File: src/rtl/core_v_mini_mcu_pkg.sv
// MCU-level constants; arbitration mode encodings for the OBI arbiter.
package core_v_mini_mcu_pkg;

  localparam int unsigned ARB_MODE_RR    = 0;
  localparam int unsigned ARB_MODE_FIXED = 1;

endpackage

File: src/rtl/obi_pkg.sv
// OBI bus payload types shared by masters, the arbiter and the downstream slave.
package obi_pkg;

  typedef struct packed {
    logic        req;
    logic        we;
    logic [3:0]  be;
    logic [31:0] addr;
    logic [31:0] wdata;
  } obi_req_t;

  typedef struct packed {
    logic        gnt;
    logic        rvalid;
    logic [31:0] rdata;
  } obi_resp_t;

endpackage

File: src/rtl/mochila_id_fifo.sv
// In-order ID FIFO; depth need not be a power of two, pointers wrap explicitly.
module mochila_id_fifo #(
  parameter int unsigned WIDTH = 2,
  parameter int unsigned DEPTH = 4
) (
  input  logic                       clk_i,
  input  logic                       rst_ni,
  input  logic                       push,
  input  logic [WIDTH-1:0]           wdata,
  input  logic                       pop,
  output logic                       full,
  output logic                       empty,
  output logic [$clog2(DEPTH+1)-1:0] count,
  output logic [WIDTH-1:0]           head
);

  localparam int unsigned PTR_W = (DEPTH > 1) ? $clog2(DEPTH) : 1;
  localparam int unsigned CNT_W = $clog2(DEPTH+1);

  logic [WIDTH-1:0] mem_q [DEPTH];
  logic [PTR_W-1:0] wr_ptr_q, rd_ptr_q;
  logic [CNT_W-1:0] count_q;
  logic             do_push, do_pop;

  assign full    = (count_q == CNT_W'(DEPTH));
  assign empty   = (count_q == '0);
  assign count   = count_q;
  assign head    = mem_q[rd_ptr_q];
  assign do_push = push & ~full;
  assign do_pop  = pop & ~empty;

  function automatic logic [PTR_W-1:0] wrap_inc(input logic [PTR_W-1:0] p);
    return (p == PTR_W'(DEPTH-1)) ? '0 : p + PTR_W'(1);
  endfunction

  always_ff @(posedge clk_i or negedge rst_ni) begin
    if (!rst_ni) begin
      wr_ptr_q <= '0;
      rd_ptr_q <= '0;
      count_q  <= '0;
      for (int i = 0; i < int'(DEPTH); i++) mem_q[i] <= '0;
    end else begin
      if (do_push) begin
        mem_q[wr_ptr_q] <= wdata;
        wr_ptr_q        <= wrap_inc(wr_ptr_q);
      end
      if (do_pop) rd_ptr_q <= wrap_inc(rd_ptr_q);
      case ({do_push, do_pop})
        2'b10:   count_q <= count_q + CNT_W'(1);
        2'b01:   count_q <= count_q - CNT_W'(1);
        default: count_q <= count_q;
      endcase
    end
  end

endmodule

File: src/rtl/mochila_obi_arbiter.sv
// N-to-1 OBI arbiter: round-robin or fixed priority, address-phase lock,
// in-order rvalid routing via an ID FIFO, sticky error on orphan rvalid.
module mochila_obi_arbiter
  import obi_pkg::*;
  import core_v_mini_mcu_pkg::*;
#(
  parameter int unsigned NMASTERS        = 3,
  parameter int unsigned MAX_OUTSTANDING = 4,
  parameter int unsigned ARB_MODE        = ARB_MODE_RR
) (
  input  logic                                 clk_i,
  input  logic                                 rst_ni,
  input  obi_req_t                             master_req_i  [NMASTERS],
  output obi_resp_t                            master_resp_o [NMASTERS],
  output obi_req_t                             slave_req_o,
  input  obi_resp_t                            slave_resp_i,
  output logic [$clog2(MAX_OUTSTANDING+1)-1:0] outstanding_o,
  output logic                                 err_o
);

  localparam int unsigned IDX_W = $clog2(NMASTERS);
  localparam int unsigned CNT_W = $clog2(MAX_OUTSTANDING+1);

  logic [IDX_W-1:0] rr_ptr_q, lock_idx_q, start, cand, arb_idx, sel, head;
  logic             lock_q, any_req, found, fwd_req, handshake, pop;
  logic             fifo_full, fifo_empty;
  logic [CNT_W-1:0] count;

  // Handshake: address phase completes when slave_req_o.req & slave_resp_i.gnt
  // are both high at a rising edge; a pending request keeps its master (and its
  // payload) stable until then. Response phase is one rvalid per accepted
  // request, returned strictly in acceptance order.
  always_comb begin
    start   = (ARB_MODE == ARB_MODE_FIXED) ? '0 : rr_ptr_q;
    cand    = '0;
    arb_idx = '0;
    found   = 1'b0;
    any_req = 1'b0;
    for (int k = 0; k < int'(NMASTERS); k++) begin
      cand = IDX_W'((int'(start) + k) % int'(NMASTERS));
      if (!found && master_req_i[cand].req) begin
        arb_idx = cand;
        found   = 1'b1;
      end
      any_req = any_req | master_req_i[k].req;
    end
  end

  assign sel       = lock_q ? lock_idx_q : arb_idx;
  assign fwd_req   = rst_ni & any_req & ~fifo_full;
  assign handshake = slave_req_o.req & slave_resp_i.gnt;
  assign pop       = slave_resp_i.rvalid & ~fifo_empty;

  always_comb begin
    slave_req_o = '0;
    if (fwd_req) slave_req_o = master_req_i[sel];
  end

  // Only the FIFO head sees the response; everyone else is driven to zero.
  always_comb begin
    for (int i = 0; i < int'(NMASTERS); i++) begin
      master_resp_o[i].gnt    = handshake && (sel == IDX_W'(i));
      master_resp_o[i].rvalid = pop && (head == IDX_W'(i));
      master_resp_o[i].rdata  = (pop && (head == IDX_W'(i))) ? slave_resp_i.rdata : '0;
    end
  end

  // A full FIFO drops req, which also releases the lock so selection re-runs.
  always_ff @(posedge clk_i or negedge rst_ni) begin
    if (!rst_ni) begin
      rr_ptr_q   <= '0;
      lock_q     <= 1'b0;
      lock_idx_q <= '0;
      err_o      <= 1'b0;
    end else begin
      lock_q     <= slave_req_o.req & ~slave_resp_i.gnt;
      lock_idx_q <= sel;
      if (handshake) rr_ptr_q <= (sel == IDX_W'(NMASTERS-1)) ? '0 : sel + IDX_W'(1);
      if (slave_resp_i.rvalid && fifo_empty) err_o <= 1'b1;
    end
  end

  mochila_id_fifo #(
    .WIDTH (IDX_W),
    .DEPTH (MAX_OUTSTANDING)
  ) u_id_fifo (
    .clk_i  (clk_i),
    .rst_ni (rst_ni),
    .push   (handshake),
    .wdata  (sel),
    .pop    (pop),
    .full   (fifo_full),
    .empty  (fifo_empty),
    .count  (count),
    .head   (head)
  );

  assign outstanding_o = count;

endmodule

File: config.mk
export PLATFORM = sky130hd
export DESIGN_NAME = mochila_obi_arbiter
export DESIGN_NICKNAME = d
export VERILOG_FILES = /design/src/rtl/core_v_mini_mcu_pkg.sv /design/src/rtl/obi_pkg.sv /design/src/rtl/mochila_id_fifo.sv /design/src/rtl/mochila_obi_arbiter.sv
export SDC_FILE = /design/constraint.sdc
export NUM_CORES = 1
export LEC_CHECK = 0
export BUFFER_PORTS_ARGS = -buffer_cell sky130_fd_sc_hd__buf_2
export CAP_MARGIN = 20
export CORE_AREA = 2 2 162 164
export DETAILED_ROUTE_END_ITERATION = 12
export DIE_AREA = 0 0 164 166
export GPL_TIMING_DRIVEN = 0
export PLACE_DENSITY = 0.5
export SETUP_SLACK_MARGIN = 0.5
export SLEW_MARGIN = 20
export SYNTH_ARGS = -nofsm -noshare
export SYNTH_HDL_FRONTEND = slang
export SYNTH_SLANG_ARGS = --single-unit
File: constraint.sdc
create_clock -name clk_i -period 4.3 [get_ports clk_i]
set_input_delay 0.215 -clock clk_i [delete_from_list [all_inputs] [get_ports clk_i]]
set_output_delay 0.215 -clock clk_i [all_outputs]
set_load 0.02 [all_outputs]
# Word level (Yosys, flattened, before mapping)
# Cells that the tools add are included.
op_classes:
  n_addsub: 7
  div_mod_pow: 3
  order_cmp: 7
  eq_ne: 9
  muxes: 32
  bitwise: 18
  reduce_logical: 16
op_table:
  columns: ["cell", "count"]
  rows:
  - ["two-way mux 70 bit", 9]
  - ["binary-select mux 70 bit (select 2 bit)", 4]
  - ["two-way mux 32 bit", 3]
  - ["modulo 32 x 3 -> 32 bit (second input constant)", 2]
  - ["modulo 3 x 3 -> 32 bit (second input constant)", 1]
  - ["two-way mux 2 bit", 10]
  - [">= comparator 3 bit (second input constant)", 6]
  - ["NOT 2 -> 3 bit", 6]
  - ["== test 2 bit (second input constant)", 5]
  - ["logical AND 1 bit", 10]
  - ["bitwise mux 8 bit", 1]
  - ["bitwise AND 1 bit", 7]
  - ["adder 2 x 1 -> 2 bit (second input constant)", 3]
  - ["== test 2 x 1 -> 1 bit (second input constant)", 3]
  - ["one-hot mux 3 bit (2 select lines)", 1]
  - ["binary-select mux 2 bit (select 2 bit)", 1]
  - ["demux 2 bit (select 2 bit)", 1]
  - ["zero test 2 bit", 2]
  - ["adder 2 x 1 -> 3 bit (second input constant)", 1]
  - ["adder 2 x 2 -> 3 bit (second input constant)", 1]
  - ["adder 3 x 1 -> 3 bit (second input constant)", 1]
  - ["== test 3 bit (second input constant)", 1]
  - ["zero test 3 bit", 1]
  - ["less-than comparator 3 x 1 -> 1 bit (second input constant)", 1]
  - ["other kinds (6)", 11]
word_totals:
  ff_bits: 21
  in_bits: 246
  out_inout_bits: 176

# Depth between registers and ports, before layout
# Gate-level depths: netlist (run 1).
logic_depth:
  depth_word: 22
  ltp_mapped: 16
  mapped_depth_nobuf: 14

# By module
# From an unflattened synthesis (run 1), not the netlist that was laid out.
hier_totals:
  hier_cells: 409
  hier_area_um2: 3658.5
by_module_without_submodules:
  columns: ["mod", "n_inst", "cells_per_inst", "area_each_um2"]
  rows:
  - ["mochila_obi_arbiter", 1, 348, 2864.0]
  - ["mochila_id_fifo", 1, 61, 794.5]

# Least setup slack after synthesis (run 1)
# No wires, ideal clock.
synth_path:
  path_kind: "register to register"
  start: "register rr_ptr_q[0]"
  end: "register u_id_fifo.count_q[2], in the netlist u_id_fifo.count[2]"
  t_arrival_ns: 3.294
  required_ns: 4.220
  slack_ns: 0.926
  path_stages_with_launch: 16
  path_buffers: 1
  synth_period_minus_slack_ns: 3.374
  cell_sequence: "dfrtp_1 -> inv_1 -> ha_1 -> buf_4 -> a21o_1 -> and2_4 -> nor4_2 -> a211oi_4 -> a221oi_4 -> nand2b_4 -> ha_1 -> inv_1 -> fa_1 -> xor2_1 -> nor2_1 -> xor2_1"
synth_between:
  elab_chain_cells: 22
  elab_cells_between_ends: 38
  classes_between: "add/sub (2); div (3); eq/ne (2); mux (20); bitwise (6); reduce/logical (5)"
synth_lines:
  columns: ["item", "line", "rtl"]
  rows:
  - ["start, declared", "mochila_obi_arbiter.sv:24", "logic [IDX_W-1:0] rr_ptr_q, lock_idx_q, start, cand, arb_idx, sel, head;"]
  - ["start signal, assigned", "mochila_obi_arbiter.sv:78", "if (handshake) rr_ptr_q <= (sel == IDX_W'(NMASTERS-1)) ? '0 : sel + IDX_W'(1);"]
  - ["branches (longest 11 deep; another with modulo 32 x 3 -> 32 bit)", null, null]
  - ["two-way mux 2 bit (*)", "mochila_obi_arbiter.sv:41", "if (!found && master_req_i[cand].req) begin"]
  - ["two-way mux 2 bit (*)", "mochila_obi_arbiter.sv:49", "assign sel = lock_q ? lock_idx_q : arb_idx;"]
  - ["NOT 2 -> 3 bit (not written as such) (*)", "mochila_obi_arbiter.sv:56", "if (fwd_req) slave_req_o = master_req_i[sel];"]
  - ["binary-select mux 70 bit (select 2 bit) (*)", "mochila_obi_arbiter.sv:56", null]
  - ["two-way mux 70 bit (not written as such) (*) (2 in a row)", "mochila_obi_arbiter.sv:56", null]
  - ["two-way mux 70 bit (*)", "mochila_obi_arbiter.sv:56", null]
  - ["bitwise AND 1 bit (*)", "mochila_obi_arbiter.sv:51", "assign handshake = slave_req_o.req & slave_resp_i.gnt;"]
  - ["bitwise AND 1 bit (*)", "mochila_id_fifo.sv:29", "assign do_push = push & ~full;"]
  - ["== test 2 x 1 -> 1 bit / == test 2 bit (equally long branches)", "mochila_id_fifo.sv:48", "case ({do_push, do_pop})"]
  - ["one-hot mux 3 bit (2 select lines) / nonzero test 2 bit (equally long branches)", null, null]
  - ["end signal, assigned", "mochila_id_fifo.sv:49", "2'b10: count_q <= count_q + CNT_W'(1);"]
  - ["end signal, assigned", "mochila_id_fifo.sv:50", "2'b01: count_q <= count_q - CNT_W'(1);"]
  - ["end signal, assigned", "mochila_id_fifo.sv:51", "default: count_q <= count_q;"]
  - ["end, declared", "mochila_id_fifo.sv:22", "logic [CNT_W-1:0] count_q;"]
# Every way passes the cells marked *. The select of a mux whose other input is x is not followed.
# A chain may end at the register's enable or synchronous reset.

==> results of run 1 <==
==> repair_timing <==
action / 4_1_cts / 5_1_grt
pin swaps: 2 / 4
hold buffers: 1 / 0
gates resized for setup: 4 / 3
setup buffers: 3 / 4
cloned: 0 / 0
setup endpoints to repair: 71 / 51
hold endpoints to repair: 21 / 0
==> critical path, delay by kind of cell, from the launching register on <==
family	cells	cell delay, ps
buf+inv	5	1290
compound gates	5	1070
flops	1	400
fa+ha+maj	1	290
simple gates	1	210
==> report_power, final <==
group | total, uW | switching [uW] | internal [uW] | leakage (uW)
logic | 4330 | 2790 | 1540 | 0.00295
clock network | 197 | 70.9 | 126 | 0.0000382
registers | 369 | 82.5 | 287 | 0.000262
==> how the worst min path moves through the flow <==
stage | startpoint | end | slack (ps) | cells after the start
after floorplan | rst_ni | err_o | -80 | 0
after global placement | rst_ni | u_id_fifo.count[1] | 210 | 1
after detailed placement | rst_ni | u_id_fifo.count[1] | 230 | 1
after CTS | slave_resp_i[33] | lock_q | 140 | 2
after global routing | slave_resp_i[33] | lock_q | 140 | 2
final | slave_resp_i[33] | lock_q | 140 | 2
==> state kept, by name, summed over array words and instances, names as in the netlist <==
signal,flops
u_id_fifo.wr_ptr_q,2
lock_idx_q,2
u_id_fifo.mem_q,8
err_o,1
rr_ptr_q,2
u_id_fifo.rd_ptr_q,2
lock_q,1
u_id_fifo.count,3
==> per-layer routing <==
layer	global-route usage (%)	vias up	wire length, um
li1	-	2491	-
met1	16.8	2481	8410
met2	28.5	352	11200
met3	2.77	34	2000
met4	4.77	4	776
met5	0	-	21
==> placed cells by master (no fill, tap or decap), types with 4 or more instances in the layout <==
cell type,n
nor2_1,80
a222oi_1,69
o21ai_0,15
nor3_1,6
buf_2,420
o22a_1,5
ha_1,10
buf_4,12
and2_1,96
a21oi_1,5
dfrtp_1,21
nand2_1,15
nand3b_1,4
inv_1,11
clkbuf_1,35
==> metrics by stage <==
| stage | cells | hold WS (ps) | total power [uW] |
|---|---|---|---|
| 2_1_floorplan | 430 | -80.6 | 3120 |
| 3_3_place_gp | 1184 | 207 | 4620 |
| 3_5_place_dp | 1184 | 226 | 4630 |
| 4_1_cts | 1192 | 139 | 4900 |
| 5_1_grt | 1197 | 144 | 5280 |
| 6_report | 1198 | 139 | 4890 |
==> cell type report <==
class / count / area [um^2] / area share (%)
antenna: 2 / 5.00 / 0.0844
tap: 335 / 419 / 7.07
sequential: 21 / 526 / 8.86
clock buffer: 4 / 78.8 / 1.33
buffer: 44 / 196 / 3.31
timing repair buffer: 427 / 2160 / 36.4
inverter: 11 / 41.3 / 0.696
multi-input combinational: 354 / 2500 / 42.2
==> kinds of logic after synthesis <==
family | count (synthesis) | synth area share [%]
AND/OR/NAND/NOR | 218 | 35.4
AO/OA/AOI/OAI | 114 | 32.3
XOR/XNOR | 3 | 0.815
buffers and inverters | 55 | 7.26
flip-flops | 21 | 16.3
multiplexers | 8 | 3.38
adder cells (fa/ha/maj) | 11 | 4.50
==> summary.md, run 1 <==
| Metric | Value |
|---|---|
| R2R Setup Slk | `760 ps` |
| Area of the mapped netlist | `3220 um^2` |
| Remaining DRCs | `0` |
| Setup crit end | `slave_req_o[68]` |
| Top FF cell, synth | `dfrtp_1` |
| Maximum clock insertion buffer count | `2` |
| FF-to-FF Start | `rr_ptr_q[0]` |
| Via density | `between 4 and 5` |
| Max_slew headroom | `a little under two fifths` |
| Pin count of the biggest net entering global routing | `23` |
| Pins over their slew limit | `0` |
| Fmax achieved | `0.269 GHz` |
| Die X | `164 um` |
| CTS Buf Count | `3` |
| R2r endpoint | `u_id_fifo.count[2]` |
| Commonest cells post-synth | `96 x and2_1, 80 x nor2_1, 69 x a222oi_1` |
| CP startpoint | `rr_ptr_q[0]` |
| Minimum clock period | `3720 ps` |
| Top-count cell post-synth | `and2_1` |
| DPL Wire Length | `19.3 mm` |
| DR pass1 iterations | `9` |
| Die Y | `between 150 and 200 um` |
| DR WL/cell | `approximately 19 um` |
| Rows | `59` |
| Fin area | `5930 um^2` |
| Final hold vios | `0` |
| HP Class | `input port to flop` |
| Most common cell on crit path | `buf_4` |
| Post-synth top area share | `21.4%` |
| Crit path kind | `flop to output pin` |
| Fillcell total | `2967` |
| Antenna Violating Nets Remaining | `0` |
| Yosys reg bits | `21` |
| Share of layout cells above drive strength 1 | `52.7%` |
| Max-cap violations | `0` |
| Antenna violations before repair | `4` |
| Req. time, crit path | `4090 ps` |
| Synth area leaders | `a222oi_1 21%, and2_1 19%, dfrtp_1 16%` |
| Clk slew on worst S/H paths | `60 ps` |
| Die ar. | `27200 um^2` |
| Htree depth | `1` |
| Post-Synthesis Mean Instance Area | `7.50 um^2` |
| Cell taking the most area after synthesis | `a222oi_1` |
| Clk sinks | `21` |
| Via count | `5362` |
| Syn_nets | `687` |
| Crit. End Element | `output pin` |
| Vias in the first global route | `4939` |
| Fin crit share | `86.5%` |
| Global-route wire length before repair | `30.7 mm` |
| Slowest CP cell | `clkbuf_1` |
| PortBufs | `419` |
| YS warnings | `0` |
| P_leak | `0.00325 uW` |
| Cells after synthesis | `430` |
| Slew @ Worst Pin | `931 ps` |
| Final worst slack | `581 ps` |
| Remaining Overflow, GRT | `0` |
| CP cell instances | `inv_1, ha_1, buf_4, a21oi_1, o21a_1, o211ai_1, buf_4, a211oi_4, clkbuf_1, a222oi_1, nor2_1, buf_2` |
| TritonCTS clock tree | `done` |
| Nets | `around 1100` |
| Critical Path AT | `3500 ps` |
| Worst Reg-to-Reg Cells | `16` |
| Post-synthesis sequential area ratio | `16.3%` |
| Post-synth EDFFs | `0` |
| Total global-route track usage | `about 15%` |
| Setup violators final | `0` |
| Max incr delay on CP | `~660 ps` |
| RePlAce Congestion | `0.936` |
| Post-synth cell types | `45` |
| Pre-CTS setup slack | `82.6 ps` |
| DR iter-0 viols | `565` |
| Area grow syn2layout | `84.0%` |
| Startpoint Class | `flop` |
| Final Routed Wirelength | `between 20 and 25 mm` |
| DP Area | `5760 um^2` |
| Initial core utilization | `approximately an eighth` |
| Power density cells | `825 nW/um^2` |
| I/O pin total | `422` |
| RSZ-0062 raised after global routing | `yes` |
| Clk_lat worst skew | `250 ps` |
| VDD IR max | `0.000347 V` |
| Core region area | `25600 um^2` |
| Maximum fanout along the worst path | `10` |
| Clock root cell | `clkbuf_16` |
| Final Util | `23.2%` |
| Status | `complete, no violations` |
| Fin Clk Skew | `approximately 1.1 ps` |
| Setup TNS Final | `0 ps` |
| Async S/R FF share, synth | `100%` |
Note: power is estimated with default switching activity, not from simulation.
==> inputs of run 2 (changes only) <==
==> constraint.sdc (replaced) <==
create_clock -name clk_i -period 4.5 [get_ports clk_i]
set_input_delay 0.225 -clock clk_i [delete_from_list [all_inputs] [get_ports clk_i]]
set_output_delay 0.225 -clock clk_i [all_outputs]
set_load 0.02 [all_outputs]
==> run 2 against run 1 <==
Clock skew up 1.9 ps. Global-route usage about the same. Worst hold slack better by 7.7 ps. Non-clock buffer count down 4. Largest cell class unchanged. Wire length about the same. Critical path type unchanged. Critical path depth down 1. Clock power down 4%. Highest routed layer unchanged. Power down 5.1%. Core utilization down 0.17 points. Die area unchanged. Cell count down 0.33%.
==> summary.md, run 2 (synthesis gave the netlist of run 1 again) <==
| Metric | Value |
|---|---|
| Number of flip-flops in the largest register | `8` |
| Die ar. | `between 20000 and 30000 um^2` |
| Startpoint Class | `flop` |
| Setup TNS Final | `0 ps` |
| Commonest non-fill, non-tap cell in the layout | `buf_2` |
| DR iter-0 viols | `about 550` |
| Non-Filler Instances | `around 1200` |
| Rows | `59` |
| Die Y | `166 um` |
| PortBufs | `419` |
| Max_slew headroom | `37.4%` |
| Largest register by flop count | `u_id_fifo.mem_q` |
| Total global-route track usage | `~15%` |
| Fin crit share | `a little over four fifths` |
| Power density cells | `789 nW/um^2` |
| Max-cap violations | `0` |
| Pins over their slew limit | `0` |
| TritonCTS clock tree | `done` |
| Die X | `164 um` |
| Crit path kind | `flop to output pin` |
| Fin area | `5890 um^2` |
| DR pass1 iterations | `11` |
| Vias in the first global route | `4918` |
| Maximum clock insertion buffer count | `2` |
| Via density | `roughly 4.5` |
| Pin count of the biggest net entering global routing | `23` |
| RSZ-0062 raised after global routing | `no` |
| Final hold vios | `0` |
| Antenna Violating Nets Remaining | `0` |
| Clk sinks | `21` |
| Nets | `1115` |
| P_leak | `0.00322 uW` |
| Core region area | `about 26000 um^2` |
| Fin Clk Skew | `2.97 ps` |
| Worst Reg-to-Reg Cells | `16` |
| I/O pin total | `422` |
| DPL Wire Length | `19.3 mm` |
| DR WL/cell | `18.8 um` |
| FF-to-FF Start | `rr_ptr_q[0]` |
| Remaining Overflow, GRT | `0` |
| Htree depth | `1` |
| Area grow syn2layout | `82.6%` |
| Commonest non-fill, non-tap cells in the layout | `420 x buf_2, 96 x and2_1, 80 x nor2_1` |
| DP Area | `5760 um^2` |
| Clk_lat worst skew | `250 ps` |
| Fmax achieved | `0.266 GHz` |
| CP startpoint | `rr_ptr_q[0]` |
| Remaining DRCs | `0` |
| Worst hold stages | `2` |
| Global-route wire length before repair | `a little over 30 mm` |
| Clock root cell | `clkbuf_16` |
| Initial core utilization | `12.6%` |
| Crit. End Element | `output pin` |
| Via count | `5351` |
| Critical Path AT | `3530 ps` |
| Maximum fanout along the worst path | `10` |
| Req. time, crit path | `4280 ps` |
| Minimum clock period | `3760 ps` |
| Slew @ Worst Pin | `938 ps` |
| Final Routed Wirelength | `between 20 and 25 mm` |
| Hold path start | `slave_resp_i[33]` |
| Clk slew on worst S/H paths | `60 ps` |
| HP Class | `input port to flop` |
| Setup violators final | `0` |
| Antenna violations before repair | `4` |
| Inst Count DP | `1184` |
| Share of layout cells above drive strength 1 | `52.4%` |
| Hold slack | `147 ps` |
| RePlAce Congestion | `about 0.94` |
| Status | `complete, no violations` |
| CTS Buf Count | `3` |
| VDD IR max | `0.000332 V` |
[run 2: changes by cell type in the layout (fill, tap and decap cells not counted)]
cell / before / now
clkbuf_1: 35 / 36
buf_4: 12 / 8
a2111oi_4: 1 / 0
clkbuf_2: 3 / 2
a2111oi_2: 0 / 1
[run 2: through the flow]
step                utilization, %  setup slack, ps  total power, uW
global placement              22.4              293             4420
CTS                           22.9              579             4660
floorplan                        -             1130             2980
finish                        23.0              741             4640
detailed placement            22.5              273             4420
global route                  23.0              567             5010
[run 2: final timing paths]
check / endpoint / slack [ps]
hold reg to reg: err_o / 470
setup / recovery: slave_req_o[68] / 740
min in group asynchronous: u_id_fifo.count[1] / 490
hold / removal: lock_q / 150
max in group asynchronous: err_o / 3660
setup reg to reg: u_id_fifo.count[2] / 920
[run 2: repair_timing]
item / in CTS / in global routing
hold endpoints to repair: 21 / 0
resized for setup: 3 / 1
setup endpoints to repair: 70 / 8
hold buffers: 1 / 0
setup buffers: 2 / 1
pin swaps: 1 / 1
[run 2: critical path, stage by stage (launching register included)]
cell      delay, ps
dfrtp_1         400
inv_1            80
ha_1            290
buf_4           170
a21oi_1         130
o21a_1          160
o211ai_1        210
a211oi_4        520
clkbuf_1        660
a222oi_1        230
nor2_1          210
buf_2           210
[run 2: layout make-up]
type / count / area, um^2
timing repair buffer: 423 / 2130
clock buffer: 4 / 78.8
inverter: 11 / 41.3
fill: 2965 / 19700
buffer: 44 / 195
tap: 335 / 419
antenna: 2 / 5.00
multi-input combinational: 354 / 2490
sequential: 21 / 526
[run 2: power breakdown]
group	internal, uW	switching (uW)
clock	121	68.5
combinational	1450	2650
sequential	274	79.2
total	1850	2790
[run 2: metal layers]
metal,vias up,GRT usage (%),part of all wire [%]
met5,-,0,0.094
met1,2455,16.7,38
met4,4,4.77,3.5
li1,2481,-,-
met2,373,28.6,50
met3,38,2.77,8.6
